### config.mk
export PLATFORM = sky130hd
export DESIGN_NAME = axi_lite_cmd_master
export DESIGN_NICKNAME = d
export VERILOG_FILES = /design/src/rtl/axi_lite_pkg.sv /design/src/rtl/axi_lite_cmd_master.sv
export SDC_FILE = /design/constraint.sdc
export NUM_CORES = 1
export LEC_CHECK = 0
export BUFFER_PORTS_ARGS = -buffer_cell sky130_fd_sc_hd__buf_2
export CORE_ASPECT_RATIO = 0.9
export CORE_MARGIN = 3
export CORE_UTILIZATION = 45
export CTS_CLUSTER_DIAMETER = 60
export CTS_CLUSTER_SIZE = 16
export DETAILED_ROUTE_END_ITERATION = 10
export GPL_TIMING_DRIVEN = 0
export HOLD_SLACK_MARGIN = 0.06
export PLACE_DENSITY = 0.89
export SLEW_MARGIN = 20
export SYNTH_ARGS = -nofsm -noshare
export SYNTH_HDL_FRONTEND = slang
export SYNTH_SLANG_ARGS = --single-unit
### constraint.sdc
create_clock -name a_clk -period 2.8 [get_ports a_clk]
set_input_delay 0.42 -clock a_clk [delete_from_list [all_inputs] [get_ports a_clk]]
set_output_delay 0.42 -clock a_clk [all_outputs]
set_load 0.005 [all_outputs]
### src/rtl/axi_lite_pkg.sv
// Shared AXI-Lite types used by the command master.
package axi_lite_pkg;

  typedef enum logic [1:0] {
    OKAY   = 2'b00,
    EXOKAY = 2'b01,
    SLVERR = 2'b10,
    DECERR = 2'b11
  } resp_e;

  typedef enum logic [1:0] {
    IDLE  = 2'b00,
    WRITE = 2'b01,
    READ  = 2'b10
  } dir_e;

  localparam int unsigned CntWidth = 4;

endpackage

### src/rtl/axi_lite_cmd_master.sv
// Single-beat command stream to AXI-Lite master with an in-order merged
// response stream. The direction lock (IDLE/WRITE/READ) keeps B and R replies
// from ever interleaving, so responses can be passed straight through.
// Optional: define AXI_LITE_CMD_MASTER_ERR_COUNT_EN to add a saturating
// 16-bit count of non-OKAY responses on port err_count.
module axi_lite_cmd_master
  import axi_lite_pkg::*;
#(
  parameter int unsigned MaxOutstanding = 4,
  parameter int unsigned AddrWidth      = 32,
  parameter int unsigned DataWidth      = 32
) (
  input  logic                   a_clk,
  input  logic                   a_reset_n,
  input  logic                   cmd_valid,
  output logic                   cmd_ready,
  input  logic                   cmd_write,
  input  logic [AddrWidth-1:0]   cmd_addr,
  input  logic [DataWidth-1:0]   cmd_wdata,
  input  logic [DataWidth/8-1:0] cmd_wstrb,
  output logic                   rsp_valid,
  input  logic                   rsp_ready,
  output logic                   rsp_write,
  output logic [DataWidth-1:0]   rsp_rdata,
  output logic [1:0]             rsp_resp,
  output logic                   aw_valid,
  input  logic                   aw_ready,
  output logic [AddrWidth-1:0]   aw_addr,
  output logic                   w_valid,
  input  logic                   w_ready,
  output logic [DataWidth-1:0]   w_data,
  output logic [DataWidth/8-1:0] w_strb,
  input  logic                   b_valid,
  output logic                   b_ready,
  input  logic [1:0]             b_resp,
  output logic                   ar_valid,
  input  logic                   ar_ready,
  output logic [AddrWidth-1:0]   ar_addr,
  input  logic                   r_valid,
  output logic                   r_ready,
  input  logic [DataWidth-1:0]   r_data,
  input  logic [1:0]             r_resp
`ifdef AXI_LITE_CMD_MASTER_ERR_COUNT_EN
  ,
  output logic [15:0]            err_count
`endif
);

  logic                   awValid_q;
  logic                   wValid_q;
  logic                   arValid_q;
  logic [AddrWidth-1:0]   awAddr_q;
  logic [AddrWidth-1:0]   arAddr_q;
  logic [DataWidth-1:0]   wData_q;
  logic [DataWidth/8-1:0] wStrb_q;
  logic [CntWidth-1:0]    outstanding_q;
  logic [CntWidth-1:0]    outstanding_d;
  dir_e                   dir_q;
  dir_e                   dir_d;

  logic writeSlotFree;
  logic readSlotFree;
  logic drained;
  logic creditOk;
  logic dirOk;
  logic cmdFire;
  logic rspFire;

  assign rsp_valid = b_valid | r_valid;
  assign b_ready   = rsp_ready;
  assign r_ready   = rsp_ready;
  assign rsp_write = b_valid;
  assign rsp_resp  = b_valid ? b_resp : r_resp;
  assign rsp_rdata = r_valid ? r_data : '0;
  assign rspFire   = rsp_valid & rsp_ready;

  assign aw_valid = awValid_q;
  assign aw_addr  = awAddr_q;
  assign w_valid  = wValid_q;
  assign w_data   = wData_q;
  assign w_strb   = wStrb_q;
  assign ar_valid = arValid_q;
  assign ar_addr  = arAddr_q;

  // Acceptance decision plus next direction and outstanding count.
  always_comb begin
    dir_d         = dir_q;
    outstanding_d = outstanding_q;
    writeSlotFree = (!awValid_q || aw_ready) && (!wValid_q || w_ready);
    readSlotFree  = !arValid_q || ar_ready;
    drained       = (outstanding_q == '0) && !awValid_q && !wValid_q && !arValid_q;
    creditOk      = (outstanding_q < CntWidth'(MaxOutstanding)) || rspFire;
    dirOk         = 1'b0;
    unique case (dir_q)
      IDLE:    dirOk = 1'b1;
      WRITE:   dirOk = cmd_write || drained;
      READ:    dirOk = !cmd_write || drained;
      default: dirOk = 1'b0;
    endcase
    cmd_ready = a_reset_n && (cmd_write ? writeSlotFree : readSlotFree) && creditOk && dirOk;
    cmdFire   = cmd_valid && cmd_ready;
    if (cmdFire && !rspFire) begin
      outstanding_d = outstanding_q + CntWidth'(1);
    end else if (!cmdFire && rspFire && (outstanding_q != '0)) begin
      outstanding_d = outstanding_q - CntWidth'(1);
    end
    if (cmdFire) begin
      dir_d = cmd_write ? WRITE : READ;
    end else if (outstanding_d == '0) begin
      dir_d = IDLE;
    end
  end

  // Direction and outstanding-count state registers.
  always_ff @(posedge a_clk or negedge a_reset_n) begin
    if (!a_reset_n) begin
      dir_q         <= IDLE;
      outstanding_q <= '0;
    end else begin
      dir_q         <= dir_d;
      outstanding_q <= outstanding_d;
    end
  end

  // Write issue registers: AW and W load together, then retire independently.
  always_ff @(posedge a_clk or negedge a_reset_n) begin
    if (!a_reset_n) begin
      awValid_q <= 1'b0;
      awAddr_q  <= '0;
      wValid_q  <= 1'b0;
      wData_q   <= '0;
      wStrb_q   <= '0;
    end else if (cmdFire && cmd_write) begin
      awValid_q <= 1'b1;
      awAddr_q  <= cmd_addr;
      wValid_q  <= 1'b1;
      wData_q   <= cmd_wdata;
      wStrb_q   <= cmd_wstrb;
    end else begin
      if (aw_ready) awValid_q <= 1'b0;
      if (w_ready)  wValid_q  <= 1'b0;
    end
  end

  // Read issue register: AR held until its own handshake.
  always_ff @(posedge a_clk or negedge a_reset_n) begin
    if (!a_reset_n) begin
      arValid_q <= 1'b0;
      arAddr_q  <= '0;
    end else if (cmdFire && !cmd_write) begin
      arValid_q <= 1'b1;
      arAddr_q  <= cmd_addr;
    end else if (ar_ready) begin
      arValid_q <= 1'b0;
    end
  end

`ifdef AXI_LITE_CMD_MASTER_ERR_COUNT_EN
  logic [15:0] errCount_q;

  // Count non-OKAY response handshakes, saturating at all-ones.
  always_ff @(posedge a_clk or negedge a_reset_n) begin
    if (!a_reset_n) begin
      errCount_q <= '0;
    end else if (rspFire && (rsp_resp != OKAY) && (errCount_q != 16'hFFFF)) begin
      errCount_q <= errCount_q + 16'd1;
    end
  end

  assign err_count = errCount_q;
`endif

  noDualReply: assert property (@(posedge a_clk) disable iff (!a_reset_n) !(b_valid && r_valid));

endmodule

# Word level (Yosys, flattened, before mapping)

Index checks and enable logic that the tools add are counted.

$lt $le $gt $ge: 1
Reduce and logical (&&, ||, !) cells: 33
Multiplexer cells: 15
Bitwise logic cells: 2
Add/sub/neg operators: 2
Equal/unequal tests: 2

Operator list:

| kind                  | number |
|---|---|
| $mux W32              | 1 |
| $logic_and A1 B1 Y1   | 13 |
| $logic_not A4 Y1      | 2 |
| $mux W2               | 4 |
| $mux W4               | 2 |
| $reduce_bool A2 Y1    | 4 |
| $mux W1               | 7 |
| $logic_not A1 Y1      | 6 |
| $logic_or A1 B1 Y1    | 6 |
| $add A4 B1 Y4 const B | 1 |
| $lt A4 B3 Y1 const B  | 1 |
| $reduce_bool A4 Y1    | 1 |
| $sub A4 B1 Y4 const B | 1 |
| $pmux W1 S3           | 1 |
| $eq A2 B1 Y1 const B  | 1 |
| $eq A2 B2 Y1 const B  | 1 |
| $logic_not A2 Y1      | 1 |
| $and A1 B1 Y1         | 1 |
| $or A1 B1 Y1          | 1 |

Output and inout bits: 142
Input bits: 114
Register bits: 109

# Depth between registers and ports, before layout

Word-level depth: 16
Gate-level depth with buffers: 10

# Least setup slack after synthesis

No wires, ideal clock.

Kind: flip-flop to flip-flop
Start: reg dir_q[1]
End: reg awAddr_q[31] (netlist: aw_addr[31])
Path buffers: 2
Arrival time: 2.117 ns
Stages on the path, launching flop included: 11
Library setup time: 0.125 ns
Required time: 2.675 ns
Slack: 0.558 ns
Period minus slack after synthesis: 2.242 ns
Cells stage by stage: dfrtp_1 inv_1 ha_1 nor4b_1 a22o_1 o21ai_4 nor2_4 and2_4 buf_6 buf_6 mux2_4

Word-level cells in the longest chain between the ends: 5
Elaborated cells between the ends (all ways): 7
Those cells by class: 2 x eq/ne; 1 x mux; 4 x reduce/logical

Ends and longest elaborated chain:

| what                                 | RTL line                   | RTL |
|---|---|---|
| start: declaration                   | axi_lite_cmd_master.sv:58  | `dir_e dir_q;` |
| start signal: assignment             | axi_lite_cmd_master.sv:120 | `dir_q <= dir_d;` |
| $eq A2 B2 Y1 (tied with other cells) | axi_lite_cmd_master.sv:94  | `unique case (dir_q)` |
| $pmux W1 S3 (*)                      | axi_lite_cmd_master.sv:94  |  |
| $logic_and A1 B1 Y1 (*)              | axi_lite_cmd_master.sv:100 | `cmd_ready = a_reset_n && (cmd_write ? writeSlotFree : readSlotFree) && creditOk && dirOk;` |
| $logic_and A1 B1 Y1 (*)              | axi_lite_cmd_master.sv:101 | `cmdFire = cmd_valid && cmd_ready;` |
| $logic_and A1 B1 Y1 (*)              | axi_lite_cmd_master.sv:133 | `end else if (cmdFire && cmd_write) begin` |
| end signal: assignment               | axi_lite_cmd_master.sv:135 | `awAddr_q <= cmd_addr;` |
| end: declaration                     | axi_lite_cmd_master.sv:52  | `logic [AddrWidth-1:0] awAddr_q;` |

Mark *: on every way between the ends. The rest lies on a longest branch, timed or not.
A chain may end at the register's enable or synchronous reset.

# Worst setup path after layout

Start: reg outstanding_q[1]
End: reg wData_q[13] (netlist: w_data[13])

Word-level cells in the longest chain between the ends: 9
Elaborated cells between the ends (all ways): 13
Those cells by class: 1 x order compare; 1 x mux; 11 x reduce/logical

Ends and longest elaborated chain:

| what                                         | RTL line                                             | RTL |
|---|---|---|
| start: declaration                           | axi_lite_cmd_master.sv:56                            | `logic [CntWidth-1:0] outstanding_q;` |
| start signal: assignment                     | axi_lite_cmd_master.sv:121                           | `outstanding_q <= outstanding_d;` |
| $logic_not A4 Y1                             | axi_lite_cmd_master.sv:91                            | `drained = (outstanding_q == '0) && !awValid_q && !wValid_q && !arValid_q;` |
| $logic_and A1 B1 Y1 (3 in a row)             | axi_lite_cmd_master.sv:91                            |  |
| $logic_or A1 B1 Y1, on equally long branches | axi_lite_cmd_master.sv:97, axi_lite_cmd_master.sv:96 |  |
| $pmux W1 S3                                  | axi_lite_cmd_master.sv:94                            |  |
| $logic_and A1 B1 Y1 (*)                      | axi_lite_cmd_master.sv:100                           |  |
| $logic_and A1 B1 Y1 (*)                      | axi_lite_cmd_master.sv:101                           |  |
| $logic_and A1 B1 Y1 (*)                      | axi_lite_cmd_master.sv:133                           |  |
| end signal: assignment                       | axi_lite_cmd_master.sv:137                           | `wData_q <= cmd_wdata;` |
| end: declaration                             | axi_lite_cmd_master.sv:54                            | `logic [DataWidth-1:0] wData_q;` |

Marked as above.

==> results by group <==
CTS
  – CTS root buffer: clkbuf_16
  – Clock Latency Late Sink: between 0.3 and 0.4 ns
  – Clk buf depth: 2
  – CTS Buf Count: 9
  – TritonCTS Sinks: approximately 110
  – CTS tree: yes
  – H-tree Lvls: 3
  – Reg clk slew, reported paths: about 0.070 ns

STA
  – RSZ-0062 raised after global routing: false
  – Max Slew Vio Count: 0
  – Count of final setup violators: 0
  – Slew HR: 0.647
  – Fin Clk Skew: around 0.0080 ns
  – Final period util: 0.911
  – Achievable Freq: between 300 and 400 MHz
  – Final hold violation count: 0
  – Fin crit period: 2.55 ns
  – Worst setup margin: approximately 0.25 ns
  – Slew @ Worst Pin: 0.530 ns

Die
  – Die footprint: around 12000 sq um
  – Die Width: 114 um
  – Core Area: about 10000 sq um
  – Die Span Y: slightly above 100 um
  – Ports: 256
  – Row cnt: 34
  – Starting Density: 0.476

Global route
  – Maximum number of pins on one net before global-route repair: 88
  – First-pass GRT wire length: ~19000 um
  – Initial antenna violation count: 0
  – Global route overflow: 0
  – Number of global-route vias before repair: approximately 3800
  – GRT Total Usage: 0.208

Worst setup path
  – Slowest CP cell: dfrtp_1
  – CP Capture Type: flip-flop
  – Delay of the slowest critical-path stage: 0.41 ns
  – Bufs and invs on worst path: 3
  – Worst Setup Start Kind: flip-flop
  – CP top delay family: simple AND/OR/NAND/NOR gates
  – CP arrival: ~2.8 ns
  – Critical path's most frequent cell: buf_6
  – R2R Path End: w_data[13]$_DFFE_PN0P_
  – Worst r2r path cells: 10
  – Critical path peak fanout: 10
  – Cell Chain, Critical Path: inv_1, ha_1, nor3b_2, a22o_1, o21ai_4, nor2_4, and2_4, buf_6, buf_6, mux2_4
  – Worst setup path category: flip-flop to flip-flop
  – Critical Path RT: approximately 3.0 ns
  – Worst reg2reg setup slack: ~0.25 ns
  – FF-to-FF Start: outstanding_q[1]$_DFF_PN0_

Finish
  – Area grow syn2layout: 38.5%
  – N_diodes: 0
  – Post-route insts no fill: just over 700
  – Multi-input logic area: 1880 sq um
  – Fillers: between 700 and 800
  – FF+latch area: approximately 2700 sq um
  – Post-Route Utilization: 0.659
  – Fraction of final layout cells sized beyond drive strength 1: 0.669
  – Nets: 707
  – Finished layout cell area: ~6600 sq um

Yosys
  – Synth Flop Type: dfrtp_1
  – Asr flop ratio synth: 1.00
  – Synth cell types: 39
  – Largest cells by area after synthesis: dfrtp_1 (58%), mux2_2 (17%), mux2_4 (9.5%)
  – Netlist Area Pre-Place: 4740 sq um
  – Most frequent cells after synthesis: dfrtp_1 (109), mux2_2 (72), and2_1 (32), mux2_4 (30), buf_2 (7)
  – Area fraction of the dominant cell type after synthesis: 0.576
  – Most numerous cell in the Yosys netlist: dfrtp_1
  – Yosys top cell by area: dfrtp_1
  – Post-Synthesis Net Count: 440
  – Syn_area_per_cell: roughly 15 sq um
  – Sequential cell area fraction in the yosys report: 0.576
  – Flops & latches, synth: 109
  – Mapped Cells: 320
  – Yosys warnings: 0
  – Post-synth EDFFs: 0

Run
  – Max Cap Viol: 0

Route
  – Drt wl/cell: 17.3 um
  – Metal-1 WL: approximately 4600 um
  – Vias: about 3600
  – Drt total wl: between 10000 and 15000 um
  – Residual DRC count: 0
  – DRT Pass-1 Iters: 4
  – Final ANT Viol Nets: 0
  – Highest routed layer: met4
  – Metal2 WL: 6660 um
  – Met3 WL: 980 um
  – Iter 0 DRT Violations: 120
  – Vias/cell: ~5.0

Pwr
  – Peak VDD IR: roughly 630 uV
  – Pwr/cell area: roughly 1000 nW/um^2
  – Static Leak: between 0.003 and 0.004 uW

Min path
  – Min-Delay Path Class: input pin to asynchronous set/reset pin

Placement
  – Buffers on Ports: around 250
  – Placed insts: ~700
  – Placer Congestion: approximately 0.77
  – Detailed Place HPWL: around 9600 um
  – Placement Setup Slack: -0.130 ns
  – Cell Area, Placed: approximately 6200 sq um

Status
  – Run status: finished, final reports clean
==> cell type report <==
| class | instances | share of cell area |
|---|---|---|
| clock inverters | 6 | 0.0179 |
| plain buffers | 17 | 0.0173 |
| well taps | 126 | 0.0240 |
| flip-flops and latches | 109 | 0.416 |
| multi-input cells | 190 | 0.287 |
| clock buffers | 10 | 0.0364 |
| repair buffers | 256 | 0.200 |
| inverters | 4 | 0.00229 |
==> logic make-up (layout without fill, tap and decap cells) <==
logic type / after synthesis / in the layout / synth area share
DFF: 109 / 109 / 0.576
muxes: 103 / 103 / 0.268
and+or+nand+nor: 60 / 60 / 0.0782
buffers and inverters: 21 / 293 / 0.0272
AOI/OAI and AO/OA: 18 / 18 / 0.0293
adders and majority gates: 6 / 6 / 0.0158
xor gates and xnor gates: 3 / 3 / 0.00555
==> where the power goes <==
group          switching (uW)  internal, uW
Clock                     569           907
Combinational             917          1370
Sequential                417          2330
==> metal layers <==
metal  track usage  up-vias
met1         0.226     1762
met4        0.0630        0
met2         0.387      162
met3        0.0686       15
li1              -     1640
met5             0        -
==> worst max path at each step <==
stage,from,to,slack (ns),depth (start not counted)
2_1_floorplan,dir_q[1]$_DFFE_PN0P_,aw_addr[31]$_DFFE_PN0P_,0.56,10
3_3_place_gp,a_reset_n,ar_addr[26]$_DFFE_PN0P_,-1.19,6
3_5_place_dp,a_reset_n,ar_addr[21]$_DFFE_PN0P_,-0.13,7
4_1_cts,outstanding_q[1]$_DFF_PN0_,ar_addr[21]$_DFFE_PN0P_,0.25,8
5_1_grt,dir_q[1]$_DFFE_PN0P_,w_data[23]$_DFFE_PN0P_,0.01,10
6_report,outstanding_q[1]$_DFF_PN0_,w_data[13]$_DFFE_PN0P_,0.25,10
==> timing repair <==
item | in CTS | in global routing
hold buffers | 1 | 0
hold endpoints to repair | 23 | 0
buffers inserted | 0 | 0
resized for setup | 0 | 0
==> flip-flops by register name (all words and copies together), names as in the netlist <==
register	cells
ar_addr	32
aw_addr	32
w_data	32
outstanding_q	4
w_strb	4
dir_q	2
ar_valid	1
aw_valid	1
w_valid	1
==> layout by cell type, fill, tap and decap left out, drive strengths merged, types with 4 or more instances in the layout <==
cell and count:
dfrtp 109, o21ai 8, inv 5, and2 33, mux2 102, ha 6, nor3 5, clkbuf 13
nand2 6, nor2 4, buf 270, nand2b 4
==> stage by stage <==
step / power (uW) / hold WS [ns] / TNS [ns]
after floorplan: 3900 / 0.124 / 0
after CTS: 6590 / 0.101 / 0
after global placement: 4910 / 0.483 / -114.89
after detailed placement: 5090 / 0.294 / -5.64
after global routing: 6930 / 0.105 / 0
final: 6510 / 0.0723 / 0
Note: power is estimated with default switching activity, not from simulation.
